===== src/rtl/i2s_dac_transmitter.sv =====
// I2S (Philips) transmitter: buffers 16-bit samples in a small FIFO and
// serializes each one MSB first into both the left and right slots of a frame.
module i2s_dac_transmitter #(
  parameter int SAMPLE_W   = 16,
  parameter int SLOT_W     = 32,
  parameter int FIFO_DEPTH = 4
) (
  input  logic                          BCLK_out,
  input  logic                          reset,
  input  logic                          in_valid,
  input  logic [SAMPLE_W-1:0]           in_data,
  output logic                          in_ready,
  output logic                          DAC_BCLK,
  output logic                          DAC_LRCLK,
  output logic                          DAC_DIN,
  output logic                          frame_start,
  output logic                          underflow,
  output logic [7:0]                    underflow_cnt,
  output logic [$clog2(FIFO_DEPTH):0]   fifo_level
);

  localparam int PTR_W = $clog2(FIFO_DEPTH);
  localparam int LVL_W = PTR_W + 1;
  localparam int CNT_W = $clog2(2 * SLOT_W);
  localparam int P_W   = CNT_W - 1;
  localparam logic [LVL_W-1:0] DEPTH_L = LVL_W'(FIFO_DEPTH);

  logic [CNT_W-1:0]    cnt_q, cnt_d;
  logic [SAMPLE_W-1:0] cur_q, cur_d;
  logic [PTR_W-1:0]    wr_q, wr_d, rd_q, rd_d;
  logic [LVL_W-1:0]    lvl_q, lvl_d;
  logic [7:0]          ucnt_q, ucnt_d;
  logic                lr_q, lr_d, din_q, din_d, fs_q, fs_d, uf_q, uf_d;
  logic [SAMPLE_W-1:0] mem_q [FIFO_DEPTH];

  logic                wrap, push, pop;
  logic [P_W-1:0]      p_d;
  logic [SAMPLE_W-1:0] shifted;

  always_comb begin
    in_ready = reset && (lvl_q < DEPTH_L);
    push     = in_valid && in_ready;
    wrap     = (cnt_q == {CNT_W{1'b1}});
    // Emptiness is taken from the registered level, so a push on the wrap
    // cycle still counts as an underflow and is held for the next frame.
    pop      = wrap && (lvl_q != '0);

    cnt_d = cnt_q + 1'b1;
    cur_d = cur_q;
    if (wrap) cur_d = pop ? mem_q[rd_q] : '0;

    wr_d = push ? wr_q + 1'b1 : wr_q;
    rd_d = pop  ? rd_q + 1'b1 : rd_q;
    case ({push, pop})
      2'b10:   lvl_d = lvl_q + 1'b1;
      2'b01:   lvl_d = lvl_q - 1'b1;
      default: lvl_d = lvl_q;
    endcase

    fs_d   = wrap;
    uf_d   = wrap && (lvl_q == '0);
    ucnt_d = (uf_d && (ucnt_q != 8'hFF)) ? ucnt_q + 1'b1 : ucnt_q;

    // Outputs are computed from next-cycle state so they line up with cnt.
    // Slot bit 0 is the one-bit I2S delay; bits 1..SAMPLE_W carry MSB..LSB.
    lr_d    = cnt_d[CNT_W-1];
    p_d     = cnt_d[P_W-1:0];
    shifted = cur_d << (p_d - 1'b1);
    din_d   = 1'b0;
    if ((p_d != '0) && (p_d <= P_W'(SAMPLE_W))) din_d = shifted[SAMPLE_W-1];
  end

  always_ff @(posedge BCLK_out) begin
    if (!reset) begin
      cnt_q  <= '0;
      cur_q  <= '0;
      wr_q   <= '0;
      rd_q   <= '0;
      lvl_q  <= '0;
      ucnt_q <= '0;
      lr_q   <= 1'b0;
      din_q  <= 1'b0;
      fs_q   <= 1'b0;
      uf_q   <= 1'b0;
    end else begin
      cnt_q  <= cnt_d;
      cur_q  <= cur_d;
      wr_q   <= wr_d;
      rd_q   <= rd_d;
      lvl_q  <= lvl_d;
      ucnt_q <= ucnt_d;
      lr_q   <= lr_d;
      din_q  <= din_d;
      fs_q   <= fs_d;
      uf_q   <= uf_d;
    end
  end

  always_ff @(posedge BCLK_out) begin
    if (push) mem_q[wr_q] <= in_data;
  end

  assign DAC_BCLK      = reset & ~BCLK_out;
  assign DAC_LRCLK     = lr_q;
  assign DAC_DIN       = din_q;
  assign frame_start   = fs_q;
  assign underflow     = uf_q;
  assign underflow_cnt = ucnt_q;
  assign fifo_level    = lvl_q;

endmodule


===== config.mk =====
export PLATFORM = sky130hd
export DESIGN_NAME = i2s_dac_transmitter
export DESIGN_NICKNAME = d
export VERILOG_FILES = /design/src/rtl/i2s_dac_transmitter.sv
export SDC_FILE = /design/constraint.sdc
export NUM_CORES = 1
export LEC_CHECK = 0
export ABC_AREA = 1
export CAP_MARGIN = 10
export CORE_MARGIN = 2
export CORE_UTILIZATION = 25
export DETAILED_ROUTE_END_ITERATION = 10
export PLACE_DENSITY_LB_ADDON = 0.1
export SETUP_SLACK_MARGIN = 0.3
export SYNTH_ARGS = -nofsm -noshare
export SYNTH_HDL_FRONTEND = slang
export SYNTH_SLANG_ARGS = --single-unit

===== constraint.sdc =====
create_clock -name BCLK_out -period 3.6 [get_ports BCLK_out]
set_clock_uncertainty 0.15 [all_clocks]
set_input_delay 0.72 -clock BCLK_out [delete_from_list [all_inputs] [get_ports BCLK_out]]
set_output_delay 0.72 -clock BCLK_out [all_outputs]
set_load 0.1 [all_outputs]

=== Yosys cells after proc, flatten, opt, wreduce, memory -nomap -nowiden ===
Memory sizes are Yosys's and may differ from the RTL's. A register that Yosys moved wholly into a read port is not among the register bits.
Cells that the tools add are included.

* RAM bits: 64
* Memories kept: 1
* Input port bits: 19
* Output and inout bits: 17
* Register bits after elaboration: 41
* Word-level logic and storage cells: 45

* Magnitude comparators: 2
* Reductions and logical operators: 11
* Mux-type cells: 7
* Bitwise operators: 2
* $add $sub $neg: 7
* Shifts and indexed selects: 1
* Equality and inequality tests: 4

{| class="wikitable"
|+ Memories
! name !! words !! width !! read ports !! clocked after memory_dff !! wr ports !! RTL line !! RTL
|-
| mem_q || 4 || 16 || 1 || 1 || 1 || 34 || <nowiki>logic [SAMPLE_W-1:0] mem_q [FIFO_DEPTH];</nowiki>
|}

{| class="wikitable"
|+ Operators by type and width
! operator !! number
|-
| $mux 16 || 2
|-
| $shl 16x5->16 || 1
|-
| $add 8x1->8 const B || 1
|-
| $ne 8x8->1 const B || 1
|-
| $add 6x1->6 const B || 1
|-
| $eq 6x6->1 const B || 1
|-
| $logic_and 1x1->1 || 6
|-
| $pmux 3 s2 || 1
|-
| $le 5x5->1 const B || 1
|-
| $reduce_bool 5->1 || 1
|-
| $sub 5x1->5 const B || 1
|-
| $add 2x1->2 const B || 2
|-
| $mux 2 || 2
|-
| $add 3x1->3 const B || 1
|-
| $logic_not 3->1 || 1
|-
| $lt 3x3->1 const B || 1
|-
| $reduce_bool 3->1 || 1
|-
| $sub 3x1->3 const B || 1
|-
| $eq 2x1->1 const B || 1
|-
| $eq 2x2->1 const B || 1
|-
| $mux 1 || 2
|-
| $reduce_and 2->1 || 1
|-
| $reduce_bool 2->1 || 1
|-
| $and 1x1->1 || 1
|-
| $not 1->1 || 1
|}

=== Logic depth before layout (Yosys ltp) ===
* Word-level depth: 5
* Gate-level depth with buffers: 14
* Gate-level depth less buffers: 13

==> results.md <==
* Largest net degree at the start of global routing at 28
* Worst slew pin tran at 963 ps
* Status: completed
* Dominant synthesized flop cell: edfxtp_1
* CP max FO at 2
* CP required at 2730 ps
* P_leak at 0.00224 uW
* GR Layer Usage met3 at 0.0375
* Netlist cell types at 35
* Seq. cell area at 2760 sq um
* Most frequent cells in the layout: 118 x nand2_1, 67 x inv_1, 64 x edfxtp_1, 43 x a21oi_1, 42 x dfxtp_1
* Remaining Overflow, GRT at 0
* DPL Wire Length at 6.60 mm
* Max-Cap Viols at 0
* Area share of fa/ha/maj cells after synthesis at 0.0234
* Chip height at 140 um
* Crit-path slowest cell: buf_6
* Cells after Synth at 486
* CTS tree: done
* Worst EP arrival at 2370 ps
* Slowest stage delay, CP at 220 ps
* Worst-path clk slew at 70 ps
* Post-synth ARST share at 0
* R2r endpoint: fifo_level[2]
* Hold WC Path Type: reg2reg
* XOR/XNOR share of the synthesized area at 0.00571
* Post-CTS Setup Inserts at 0
* Fillers at 1906
* Sequential area share after synthesis at 0.601
* Most frequent cell on the critical path: clkbuf_16
* Row count at 49
* Max-slew violations at 0
* Util after Layout at 0.310
* #FFs+latches synth at 106
* Diodes inserted at 0
* Reg2reg start: cnt_q[0]
* Syn avg cell area at 9.46 sq um
* P&R area growth vs syn at 21.7%
* Starting Density at 0.255
* Post-Place Cell Area at 5210 sq um
* Rel. slew slack at 0.356
* Setup_tns at 0 ps
* Synth warn at 0
* CP Cell Sequence: clkbuf_16 -> clkbuf_16 -> nor2_4 -> buf_6
* Met1 GRT Util at 0.150
* PwrDens at 488 nW/um^2
* Worst Hold Launch: rd_q[1]
* Die W at 140 um
* Die area at 19500 sq um
* First-pass GRT wire length at 16.8 mm
* DRC at 0
* Simple-Gate Fraction of Synth Area at 0.204
* Multi-input logic area at 1490 sq um
* Startpoint types: clock port
* Non-Filler Instances at 764
* Design area at 5600 sq um
* Initial antenna violation count at 0
* Share of cells above drive strength 1 at 0.129
* Synth Net Count at 513
* Wire length per cell at 13.4 um
* Post-synth EDFFs at 64
* Unrepaired setup endpoints after global routing: false
* Fin. Hold Viols at 0
* Largest family of logic cells by synthesized area: simple AND/OR/NAND/NOR gates
* Fin nets at 557
* Post-Route WL at 10.2 mm
* Ports at 36
* IO Port Bufs at 35
* Core area at 18000 sq um
* Reg-to-reg slack, setup at 890 ps
* Placed instance count at 745
* Final setup viols at 0
* Most common cell after layout, fill and taps aside: nand2_1
* Crit end category: output port
* CP Class: clk2out
* Clock Latency Late Sink at 460 ps
* Post-Syn Area at 4600 sq um
* Met2 Resource Use GR at 0.173
* Vias in the first global route at 2994
* Final GP Congestion at 0.705
* Max IR drop VDD at 0.331 mV
* Remaining antenna violation count after routing at 0
* Via density at 4.12
* DR iter-0 viols at 146
* Complex-gate fraction of the synthesized area at 0.0871
* Min-Delay Path Depth at 2
* Aggregate global-route resource usage at 0.115
* Mux share of post-synthesis cell area at 0
* R2R depth at 12
* GR peak layer: met2
* DR vias at 3147
* Drt pass-1 iters at 4
## worst max-delay path, delay by kind of cell
family / cells / cell delay [ps]
buf+inv: 3 / 470
simple gates: 1 / 90
## registers in the layout, summed over array words and instances (netlist names), named ones only
| name | flops |
|---|---|
| mem_q | 64 |
| cur_q | 16 |
| underflow_cnt | 8 |
| cnt_q | 6 |
| fifo_level | 3 |
| rd_q | 2 |
| wr_q | 2 |
| DAC_DIN | 1 |
| frame_start | 1 |
| underflow | 1 |
## worst max-delay path by stage
stage,start,endpoint,depth (start not counted)
2_1_floorplan,BCLK_out,DAC_BCLK,1
3_3_place_gp,BCLK_out,DAC_BCLK,2
3_5_place_dp,BCLK_out,DAC_BCLK,2
4_1_cts,BCLK_out,DAC_BCLK,4
5_1_grt,BCLK_out,DAC_BCLK,4
6_report,BCLK_out,DAC_BCLK,4
## kinds of logic (layout without fill, tap and decap cells)
logic type | count (synthesis) | in the layout
and+or+nand+nor | 206 | 206
DFF | 106 | 106
buffers and inverters | 86 | 135
AOI/OAI and AO/OA | 77 | 77
adders and majority gates | 8 | 8
xor gates and xnor gates | 3 | 3
## cell usage after synthesis, types with 3 or more instances
| master | number | area, sq um |
|---|---|---|
| a21oi_1 | 43 | 215 |
| buf_2 | 6 | 30.0 |
| dfxtp_1 | 42 | 841 |
| edfxtp_1 | 64 | 1920 |
| ha_1 | 7 | 87.6 |
| inv_1 | 67 | 251 |
| inv_2 | 5 | 18.8 |
| nand2_1 | 118 | 443 |
| nand2_2 | 11 | 68.8 |
| nand3_1 | 24 | 120 |
| nand3_2 | 3 | 30.0 |
| nor2_1 | 39 | 146 |
| o21ai_0 | 25 | 125 |
| o21ai_1 | 4 | 20.0 |
## report_power, final
group,switching (uW),internal (uW),total (uW)
clock,513,764,1280
combinational,89.7,47.6,137
sequential,9.34,1310,1320
## per-stage QoR
stage / hold WS, ps / total power (uW) / worst slack [ps]
after floorplan: 286 / 1480 / 457
after global placement: 299 / 1550 / -256
after detailed placement: 309 / 1550 / -256
after CTS: 315 / 2790 / 349
after global routing: 342 / 2850 / 329
final: 312 / 2730 / 361
## timing repair
item / 4_1_cts / 5_1_grt
setup endpoints to repair: 2 / 0
resized for setup: 7 / 0
hold buffers: 0 / 0
## metal layers
| layer | up-vias | share of wire |
|---|---|---|
| li1 | 1668 | - |
| met1 | 1427 | 0.50 |
| met2 | 37 | 0.45 |
| met3 | 15 | 0.032 |
| met4 | 0 | 0.021 |
| met5 | - | 0 |
## final cells by class
type                       instances  share of cell area
inverter                          72              0.0483
multi-input combinational        294               0.266
tap                              229              0.0512
timing repair buffer              43              0.0698
sequential                       106               0.494
clock buffer                      14              0.0564
clock inverter                     6              0.0145
Power figures use the tool's default switching activity.
